==> src/rtl/dram_port_arbiter.sv <==
// Round-robin sharing of the single DRAM user port among NUM_REQ requesters; issue is combinational.
// Read returns come back in issue order and are steered to their requester through an ID FIFO.
module dram_port_arbiter #(
  parameter int NUM_REQ    = 2,
  parameter int ADDR_WIDTH = 27,
  parameter int DATA_WIDTH = 128,
  parameter int MASK_WIDTH = 16,
  parameter int TAG_DEPTH  = 16
) (
  input  logic                          clk,
  input  logic                          i_rst,
  input  logic [NUM_REQ-1:0]            i_req_ren,
  input  logic [NUM_REQ-1:0]            i_req_wen,
  input  logic [NUM_REQ*ADDR_WIDTH-1:0] i_req_addr,
  input  logic [NUM_REQ*DATA_WIDTH-1:0] i_req_data,
  input  logic [NUM_REQ*MASK_WIDTH-1:0] i_req_mask,
  output logic [NUM_REQ-1:0]            o_req_ack,
  output logic [DATA_WIDTH-1:0]         o_rd_data,
  output logic [NUM_REQ-1:0]            o_rd_valid,
  output logic                          o_dram_ren,
  output logic                          o_dram_wen,
  output logic [ADDR_WIDTH-1:0]         o_dram_addr,
  output logic [DATA_WIDTH-1:0]         o_dram_data,
  output logic [MASK_WIDTH-1:0]         o_dram_mask,
  input  logic                          i_dram_busy,
  input  logic [DATA_WIDTH-1:0]         i_dram_data,
  input  logic                          i_dram_valid,
  output logic [$clog2(TAG_DEPTH):0]    o_pending,
  output logic                          o_err
);
  localparam int IDW = $clog2(NUM_REQ);
  localparam int PTW = $clog2(TAG_DEPTH);
  localparam int PW  = PTW + 1;

  logic [IDW-1:0]     last_q, last_d;
  logic [IDW-1:0]     id_mem_q [TAG_DEPTH];
  logic [PTW-1:0]     wr_ptr_q, rd_ptr_q;
  logic [PW-1:0]      pending_q, pending_d;
  logic               err_q;
  logic [NUM_REQ-1:0] elig;
  logic [IDW-1:0]     win, idx;
  logic               found, issue, push, pop;

  // A read is only eligible while there is room to remember who issued it.
  always_comb begin
    for (int k = 0; k < NUM_REQ; k++) begin
      elig[k] = i_req_wen[k] | (i_req_ren[k] & (pending_q < PW'(TAG_DEPTH)));
    end
  end

  always_comb begin
    found = 1'b0;
    win   = '0;
    idx   = '0;
    for (int i = 1; i <= NUM_REQ; i++) begin
      idx = IDW'((int'(last_q) + i) % NUM_REQ);
      if (!found && elig[idx]) begin
        found = 1'b1;
        win   = idx;
      end
    end
  end

  assign issue       = found & ~i_dram_busy & ~i_rst;
  assign o_req_ack   = issue ? (NUM_REQ'(1) << win) : '0;
  assign o_dram_wen  = issue & i_req_wen[win];
  assign o_dram_ren  = issue & ~i_req_wen[win];
  assign o_dram_addr = i_req_addr[int'(win)*ADDR_WIDTH +: ADDR_WIDTH];
  assign o_dram_data = i_req_data[int'(win)*DATA_WIDTH +: DATA_WIDTH];
  assign o_dram_mask = i_req_mask[int'(win)*MASK_WIDTH +: MASK_WIDTH];

  assign push       = o_dram_ren;
  assign pop        = i_dram_valid & (pending_q != '0) & ~i_rst;
  assign o_rd_valid = pop ? (NUM_REQ'(1) << id_mem_q[rd_ptr_q]) : '0;
  assign o_rd_data  = i_dram_data;
  assign o_pending  = pending_q;
  assign o_err      = err_q;

  always_comb begin
    pending_d = pending_q + {{(PW-1){1'b0}}, push} - {{(PW-1){1'b0}}, pop};
    last_d    = issue ? win : last_q;
  end

  always_ff @(posedge clk) begin
    if (i_rst) begin
      last_q    <= IDW'(NUM_REQ - 1);
      wr_ptr_q  <= '0;
      rd_ptr_q  <= '0;
      pending_q <= '0;
      err_q     <= 1'b0;
    end else begin
      last_q    <= last_d;
      pending_q <= pending_d;
      if (push) wr_ptr_q <= wr_ptr_q + 1'b1;
      if (pop)  rd_ptr_q <= rd_ptr_q + 1'b1;
      // A return with nothing outstanding means the wrapper and this block disagree.
      if (i_dram_valid && pending_q == '0) err_q <= 1'b1;
    end
  end

  always_ff @(posedge clk) begin
    if (push) id_mem_q[wr_ptr_q] <= win;
  end

endmodule

==> config.mk <==
export PLATFORM = sky130hd
export DESIGN_NAME = dram_port_arbiter
export DESIGN_NICKNAME = d
export VERILOG_FILES = /design/src/rtl/dram_port_arbiter.sv
export SDC_FILE = /design/constraint.sdc
export NUM_CORES = 1
export LEC_CHECK = 0
export ABC_AREA = 1
export CELL_PAD_IN_SITES_DETAIL_PLACEMENT = 0
export CELL_PAD_IN_SITES_GLOBAL_PLACEMENT = 1
export CORE_AREA = 2 2 310 312
export DETAILED_ROUTE_END_ITERATION = 16
export DIE_AREA = 0 0 312 314
export PLACE_DENSITY_LB_ADDON = 0.1
export SLEW_MARGIN = 20
export SYNTH_ARGS = -nofsm -noshare
export SYNTH_HDL_FRONTEND = slang
export SYNTH_SLANG_ARGS = --single-unit
==> constraint.sdc <==
create_clock -name clk -period 2.8 [get_ports clk]
set_input_delay 0.84 -clock clk [delete_from_list [all_inputs] [get_ports clk]]
set_output_delay 0.84 -clock clk [all_outputs]
set_load 0.005 [all_outputs]
Word-level counts from Yosys, hierarchy flattened
Memories as Yosys holds them, arrays and structs flattened. A register that Yosys moved wholly into a read port is not among the register bits.
Index checks and enable logic that the tools add are counted.
{"block": "word_totals", "n_memories": 1, "output_inout_bits": 311, "mem_bits_rw": 16, "ff_bits": 15}
{"block": "classes", "shifts": 5, "bitwise": 13, "n_addsub": 6, "order_cmp": 4, "n_mux": 16, "multipliers": 1, "reduce_logical": 5}
{"memory": "id_mem_q", "depth": 16, "word_bits": 1, "rd": 1, "rd_clocked_by_memory_dff": 1, "write_ports": 1, "line": "36", "rtl": "logic [IDW-1:0] id_mem_q [TAG_DEPTH];"}
{"operator": "$shiftx A256 B9 Y128", "n": 1}
{"operator": "$shiftx A54 B7 Y27", "n": 1}
{"operator": "$shiftx A32 B6 Y16", "n": 1}
{"operator": "$mux W1", "n": 12}
{"operator": "$add A4 B1 Y4 const B", "n": 2}
{"operator": "$and A1 B1 Y1", "n": 8}
{"operator": "$mux W4", "n": 2}
{"operator": "$lt A1 B2 Y1 const B", "n": 3}
{"operator": "$mul A1 B5 Y6 const B", "n": 1}
{"operator": "$add A5 B1 Y5", "n": 1}
{"operator": "$logic_not A5 Y1", "n": 1}
{"operator": "$lt A5 B5 Y1 const B", "n": 1}
{"operator": "$reduce_bool A5 Y1", "n": 1}
{"operator": "$sub A5 B1 Y5", "n": 1}
{"operator": "$mux W2", "n": 2}
{"operator": "$shl A1 B1 Y2 const A", "n": 2}
{"operator": "$not A1 Y1", "n": 3}
{"operator": "$add A1 B1 Y1 const B", "n": 2}
{"operator": "$logic_and A1 B1 Y1", "n": 2}
{"operator": "$or A1 B1 Y1", "n": 2}
{"operator": "$logic_not A1 Y1", "n": 1}

Logic depth before layout (Yosys ltp)
Gate-level depths: netlist (run 1).
{"block": "logic_depth", "word_depth": 15, "ltp_mapped": 15, "mapped_depth_nobuf": 15}

Worst setup path after synthesis (run 1)
Ideal clock, no wire load.
{"block": "synth_path", "path_type": "input to register", "from": "input i_req_wen[0]", "to": "register pending_q[4], in the netlist o_pending[4]", "required_time_ns": 2.722, "n_path_buf": 0, "setup_ns": 0.078, "slack_ns": 0.259, "t_arrival_ns": 2.463, "path_stages": 14, "cell_sequence": "inv_1 -> nand2_2 -> nand2_2 -> nand2_2 -> nand2_1 -> nand2_2 -> nor2_8 -> ha_1 -> inv_1 -> fa_1 -> nor2_1 -> o21ai_0 -> and3_1 -> nor3_1"}
{"block": "synth_between", "elab_chain_cells": 13, "word_cells_on_any_way": 19, "cone_classes": "add/sub: 2; mux: 10; bitwise: 5; reduce/logical: 2"}
{"item": "start, declared", "line": "13", "rtl": "input logic [NUM_REQ-1:0] i_req_wen,"}
{"item": "$or A1 B1 Y1", "line": "47", "rtl": "elig[k] = i_req_wen[k] | (i_req_ren[k] & (pending_q < PW'(TAG_DEPTH)));"}
{"item": "$mux W1 (not written as such) (2 in series)", "line": "57", "rtl": "if (!found && elig[idx]) begin"}
{"item": "$mux W1", "line": "57"}
{"item": "$logic_not A1 Y1", "line": "57"}
{"item": "$logic_and A1 B1 Y1", "line": "57"}
{"item": "$mux W1", "line": "57"}
{"item": "$mux W1 (not written as such) (2 in series)", "line": "67", "rtl": "assign o_dram_ren = issue & ~i_req_wen[win];"}
{"item": "$not A1 Y1", "line": "67"}
{"item": "$and A1 B1 Y1 *", "line": "67"}
{"item": "via o_dram_ren", "line": "20", "rtl": "output logic o_dram_ren,"}
{"item": "$add A5 B1 Y5 *", "line": "80", "rtl": "pending_d = pending_q + {{(PW-1){1'b0}}, push} - {{(PW-1){1'b0}}, pop};"}
{"item": "$sub A5 B1 Y5 *", "line": "80"}
{"item": "end signal, assigned", "line": "93", "rtl": "pending_q <= pending_d;"}
{"item": "end, declared", "line": "38", "rtl": "logic [PW-1:0] pending_q, pending_d;"}
The timed path passes the listed nets; every way through them passes the cells marked *. The select of a mux whose other input is x is not followed.
A chain may end at the register's enable or synchronous reset.

Worst setup path in the final report (run 1)
{"block": "layout_path", "from": "input i_req_wen[0]", "to": "output o_dram_mask[2]"}
{"block": "layout_between", "elab_chain_cells": 8, "word_cells_on_any_way": 11, "cone_classes": "shift: 1; mux: 7; bitwise: 1; reduce/logical: 2"}
{"item": "$or A1 B1 Y1 *", "line": "47"}
{"item": "$mux W1 (not written as such) (2 in series)", "line": "57"}
{"item": "$mux W1", "line": "57"}
{"item": "$logic_not A1 Y1", "line": "57"}
{"item": "$logic_and A1 B1 Y1", "line": "57"}
{"item": "$mux W1 *", "line": "57"}
{"item": "$shiftx A32 B6 Y16 *", "line": "70", "rtl": "assign o_dram_mask = i_req_mask[int'(win)*MASK_WIDTH +: MASK_WIDTH];"}
{"item": "end, declared", "line": "24", "rtl": "output logic [MASK_WIDTH-1:0] o_dram_mask,"}
Every way passes the cells marked *; elsewhere a longest branch is shown, timed or not. The select of a mux whose other input is x is not followed.

==> results by group, run 1 <==
Routing
  • DR vias: 7666
  • Vias per cell: 2.80
  • Avg WL per Cell: 18.2 um
  • Pre-antenna DRT Iters: 4
  • Initial drt markers: 175
  • DRC viols: 0
  • Post-route ant nets: 0
  • Final wirelength: 49.7 mm

Power and ir drop
  • PwrDens: 480 nW/um2
  • NetSw: 0.00288 W
  • Peak supply drop: 0.000225 V
  • Switching share of power: 0.401
  • Power Internal: 0.00431 W
  • Comb pwr share: 0.830
  • Pwr Total: 0.00718 W
  • Clock power share: 0.076
  • LEAKAGE: 6.71 nW
  • Seq pwr share: 0.094

Timing
  • Clk_skew: 7.05 ps
  • Fin worst setup slack: -187 ps
  • Slew Limit Fails: 0
  • Slew @ Worst Pin: 335 ps
  • Final Hold Fails: 0
  • Min Tclk post-route: 2990 ps
  • Relative slew slack: 0.776
  • Final setup violation count: 140
  • FMAX: 335 MHz
  • RSZ-0062 raised after global routing: yes
  • Period utilization: 1.07

Floorplanning
  • IO Count: 789
  • Core Area: 94400 um2
  • Die W: 312 um
  • Rows: 113
  • Die area: 98000 um2
  • Initial Utilization: 0.0522
  • Die Span Y: 314 um

Synth
  • #FFs+latches synth: 35
  • Ys flop type: dfxtp_1
  • Mapped Nets: 1380
  • Post-Synthesis Cells: 890
  • Synth cell types: 27
  • Most instantiated cells after synthesis: 541 x nand2_1, 131 x buf_4, 34 x inv_1, 34 x nor2_1, 20 x buf_2
  • Most common cell in the netlist: nand2_1
  • Mapped cell area: 4930 um2
  • Number of flops mapped to enable cells by yosys: 16
  • Sequential share of the synthesized area: 0.174
  • Synthesis Warnings: 0
  • Avg Cell Area, Syn: 5.54 um2
  • Leading area contributor after synthesis: nand2_1
  • Top cells by area, synth: nand2_1 41%, buf_4 20%, edfxtp_1 9.7%
  • Synth async-reset ratio: 0
  • Synth top area share: 0.412

Clock network
  • Root buffer cell: clkbuf_16
  • Reg clk slew, reported paths: 60 ps
  • Worst-Skew Late Latency: 280 ps
  • Maximum buffer depth of the clock tree: 2
  • CTS Buf Count: 5
  • H-tree levels: 2
  • Clk sinks: 35
  • TritonCTS clock tree: built

Placement
  • Dpl cell area: 11400 um2
  • Post-detail-place hpwl: 39.8 mm
  • Port bufs: 532
  • Placer Congestion: 0.737
  • Pre-CTS WS: -976 ps

Finish
  • Share of layout cells above drive strength 1: 0.509
  • Design area: 15000 um2
  • Synthesis-to-layout area growth: 203%
  • Nets: 1958
  • Ant. Diodes: 0
  • FILL cells: 10900

Hold path
  • Worst Hold Class: flip-flop to flip-flop

Setup path
  • Critical Path RT: 1960 ps
  • WP data arrival: 2150 ps
  • Critical Path Start Type: input port
  • Crit path kind: input port to output pin
  • Crit. End Element: output pin
  • Worst Path Max Fanout: 8

Global route
  • Largest net degree at the start of global routing: 17
  • Global route overflow: 0
  • Initial antenna violation count: 17
  • Vias in the first global route: 8106
  • GRT Overall Usage: 0.0960
  • Global-route wire length before repair: 66.3 mm

Outcome
  • Failing checks: setup timing
  • Outcome: finished with violations

Job
  • Max-Cap Viols: 0
==> cell usage in the layout (no fill, tap or decap), types with 15 or more instances in the layout <==
cell type / count
buf_4: 52
buf_6: 131
buf_12: 62
inv_1: 26
buf_8: 26
nand2_2: 201
edfxtp_1: 16
nand2_4: 115
nor2_1: 29
clkdlybuf4s50_1: 348
dfxtp_1: 17
a21oi_1: 15
nand2_1: 224
buf_2: 99
==> routing by layer <==
layer	vias up	GRT usage	wire length, um
li1	3723	-	-
met1	3415	0.0909	16100
met2	423	0.181	26300
met3	75	0.0530	5950
met4	30	0.0197	1180
met5	-	0	192
==> area by class of cell <==
cell class	count	area (um2)	share of cell area
Tap cell	1265	1580	0.106
Multi-Input combinational cell	651	4300	0.287
Inverter	35	153	0.0102
Timing Repair Buffer	740	7940	0.530
Clock buffer	6	129	0.00861
Clock inverter	2	12.5	0.000835
Sequential cell	35	863	0.0576
==> through the flow <==
step	utilization	hold slack (ps)	TNS, ps	cells
4_1_cts	0.148	484	-22840	2726
3_3_place_gp	0.121	455	-161330	2584
5_1_grt	0.159	500	-19570	2734
6_report	0.159	474	-10670	2734
2_1_floorplan	-	447	0	890
3_5_place_dp	0.121	468	-158930	2584
==> repair_timing <==
action / in CTS / in global routing
hold buffers: 0 / 0
pin swaps: 77 / 93
gates cloned: 22 / 1
setup endpoints to repair: 181 / 176
buffers inserted: 117 / 27
gates resized for setup: 1187 / 278
==> path summary, 6_finish.rpt <==
path | from | cells after the start | endpoint | slack, ps
worst max-delay path | i_req_wen[0] | 13 | o_dram_mask[2] | -190
worst min-delay path | o_err | 1 | o_err | 470
worst max register to register | o_pending[4] | 19 | o_pending[4] | 140
worst min register to register | o_err | 1 | o_err | 470
==> critical path, stage by stage <==
cell	delay, ps
buf_6	100
inv_4	50
nand2_4	70
nand2_8	90
nand2_8	90
buf_12	140
buf_16	140
buf_12	150
buf_12	140
buf_6	110
nand2_2	40
nand2_1	40
buf_2	120
==> logic make-up after synthesis <==
| family | count (synthesis) | synth area share |
|---|---|---|
| AO/OA/AOI/OAI | 30 | 0.0330 |
| XOR/XNOR | 5 | 0.00887 |
| adder cells (fa/ha/maj) | 12 | 0.0319 |
| buffers and inverters | 205 | 0.276 |
| flip-flops | 35 | 0.174 |
| AND/OR/NAND/NOR | 603 | 0.476 |
==> power groups by stage <==
stage	clock network, W	registers (W)	logic, W
2_1_floorplan	0	0.000669	0.00141
3_3_place_gp	0	0.000679	0.00398
3_5_place_dp	0	0.000679	0.00393
4_1_cts	0.000578	0.000670	0.00566
5_1_grt	0.000599	0.000684	0.00646
6_report	0.000549	0.000675	0.00596
(Power assumes the default switching activity.)
==> run 2, diff against run 1 <==
--- a/config.mk
+++ b/config.mk
@@ -12,7 +12,6 @@
 export DETAILED_ROUTE_END_ITERATION = 16
 export DIE_AREA = 0 0 312 314
 export PLACE_DENSITY_LB_ADDON = 0.1
-export SLEW_MARGIN = 20
 export SYNTH_ARGS = -nofsm -noshare
 export SYNTH_HDL_FRONTEND = slang
 export SYNTH_SLANG_ARGS = --single-unit
==> results of run 2 <==
The final DEF is identical to that of run 1; final timing and power are the same.
==> run 3, diff against run 2 <==
--- a/config.mk
+++ b/config.mk
@@ -8,9 +8,10 @@
 export ABC_AREA = 1
 export CELL_PAD_IN_SITES_DETAIL_PLACEMENT = 0
 export CELL_PAD_IN_SITES_GLOBAL_PLACEMENT = 1
-export CORE_AREA = 2 2 310 312
+export CORE_AREA = 3 3 302 304
+export CTS_CLUSTER_DIAMETER = 60
 export DETAILED_ROUTE_END_ITERATION = 16
-export DIE_AREA = 0 0 312 314
+export DIE_AREA = 0 0 305 307
 export PLACE_DENSITY_LB_ADDON = 0.1
 export SYNTH_ARGS = -nofsm -noshare
 export SYNTH_HDL_FRONTEND = slang
==> results by group, run 3 (synthesis results as in run 1) <==
Outcome
  • Outcome: finished with violations
  • Failing checks: setup timing

Global route
  • Global route overflow: 0
  • Largest net degree at the start of global routing: 17
  • Global-route wire length before repair: 61.1 mm
  • GRT Overall Usage: 0.0910
  • Initial antenna violation count: 6
  • Vias in the first global route: 8025

Routing
  • WL met2: 24.5 mm
  • Vias per cell: 2.82
  • Metal-1 WL: 14.2 mm
  • Final wirelength: 45.5 mm
  • Initial drt markers: 171
  • Met3 WL: 5.40 mm
  • DR vias: 7413
  • Pre-antenna DRT Iters: 4
  • Avg WL per Cell: 17.3 um
  • DRC viols: 0
  • Top Metal Used: met5
  • Post-route ant nets: 0

Timing
  • Relative slew slack: 0.770
  • Clk_skew: 5.97 ps
  • Worst hold margin: 469 ps
  • Final Hold Fails: 0
  • Final setup violation count: 129
  • FMAX: 329 MHz
  • Fin worst setup slack: -239 ps
  • Min Tclk post-route: 3040 ps
  • Slew Limit Fails: 0
  • RSZ-0062 raised after global routing: yes
  • Period utilization: 1.09
  • Slew @ Worst Pin: 345 ps

Floorplanning
  • Die area: 93600 um2
  • IO Count: 789
  • Core Area: 88500 um2
  • Initial Utilization: 0.0558
  • Die Span Y: 307 um
  • Die W: 305 um
  • Rows: 109

Finish
  • Synthesis-to-layout area growth: 179%
  • Most frequent cells in the layout: 349 x clkdlybuf4s50_1, 308 x nand2_1, 179 x nand2_2, 136 x buf_6, 93 x buf_2
  • Nets: 1952
  • Most common cell after layout, fill and taps aside: clkdlybuf4s50_1
  • Share of layout cells above drive strength 1: 0.446
  • FILL cells: 10100
  • Final cell count without fillers: 2631

Hold path
  • Worst Hold Class: flip-flop to flip-flop

Setup path
  • Crit path kind: input port to output pin
  • Crit-path most repeated cell: buf_6
  • CP max-delay cell: buf_12
  • Max incr delay on CP: 150 ps
  • Critical Path Start Type: input port
  • Crit path cell chain: buf_6 > inv_4 > nand2_4 > nand2_4 > nand2_8 > buf_12 > buf_16 > buf_12 > buf_8 > buf_6 > buf_6 > nand2_2 > nand2_1 > buf_2
  • FF-to-FF setup slack: 300 ps
  • Worst Path Max Fanout: 4
  • Crit. End Element: output pin
  • WP data arrival: 2200 ps
  • Critical Path RT: 1960 ps

Power and ir drop
  • Clock power share: 0.098
  • LEAKAGE: 6.31 nW
  • Seq pwr share: 0.104
  • Comb pwr share: 0.798
  • NetSw: 0.00253 W
  • PwrDens: 473 nW/um2
  • Peak supply drop: 0.000193 V
  • Switching share of power: 0.388
  • Power Internal: 0.00398 W

Placement
  • Placer Congestion: 0.755
  • Port bufs: 532
  • Placed insts: 2481
  • Post-detail-place hpwl: 36.7 mm

Clock network
  • CTS Buf Count: 5
  • TritonCTS clock tree: built
  • Clk sinks: 35
  • Maximum buffer depth of the clock tree: 2
  • Worst-Skew Late Latency: 280 ps
  • H-tree levels: 2
  • Reg clk slew, reported paths: 60 ps
  • Root buffer cell: clkbuf_16

Job
  • Max-Cap Viols: 0
run 3: worst max-delay path, delay by kind of cell:
kind / cells / cell delay [ps]
buffers and inverters: 9 / 1010
and+or+nand+nor: 5 / 320
run 3: final cells by class:
class | instances | area [um2] | area share
repair buffers | 735 | 7460 | 0.542
diodes | 3 | 7.51 | 0.000545
multi-input cells | 650 | 3650 | 0.265
inverters | 35 | 150 | 0.0109
flip-flops and latches | 35 | 863 | 0.0627
clock inverters | 3 | 43.8 | 0.00318
well taps | 1165 | 1460 | 0.106
clock buffers | 5 | 125 | 0.00909
run 3: timing repair:
item	in CTS	in global routing
setup endpoints to repair	180	177
setup buffers	104	44
gates cloned	15	3
pin swaps	31	64
resized for setup	925	346
hold buffers	0	0
run 3: final timing paths:
kind                            cells after the start             end         start
worst max register to register                     18    o_pending[4]  o_pending[4]
worst max-delay path                               14  o_dram_data[6]  i_req_wen[0]
worst min register to register                      1           o_err         o_err
worst min-delay path                                1           o_err         o_err
run 3: metal layers:
metal  track usage  up-vias
met5       0.00607        -
met4        0.0246       10
met3        0.0486       55
met2         0.176      389
met1        0.0815     3250
li1              -     3709
run 3: per-stage QoR:
step | power (W) | setup WS [ps] | TNS, ps | utilization | area, um2
floorplan | 0.00208 | 259 | 0 | - | 4930
global placement | 0.00458 | -972 | -157060 | 0.127 | 11200
detailed placement | 0.00452 | -956 | -156020 | 0.127 | 11200
CTS | 0.00630 | -376 | -26890 | 0.146 | 12900
global route | 0.00708 | -332 | -24060 | 0.155 | 13800
finish | 0.00651 | -239 | -13860 | 0.156 | 13800
run 3: power by group through the flow:
stage / Clock, W / Combinational [W] / Sequential, W
floorplan: 0 / 0.00141 / 0.000669
global placement: 0 / 0.00390 / 0.000684
detailed placement: 0 / 0.00384 / 0.000681
CTS: 0.000672 / 0.00495 / 0.000673
global route: 0.000694 / 0.00570 / 0.000685
finish: 0.000641 / 0.00520 / 0.000674
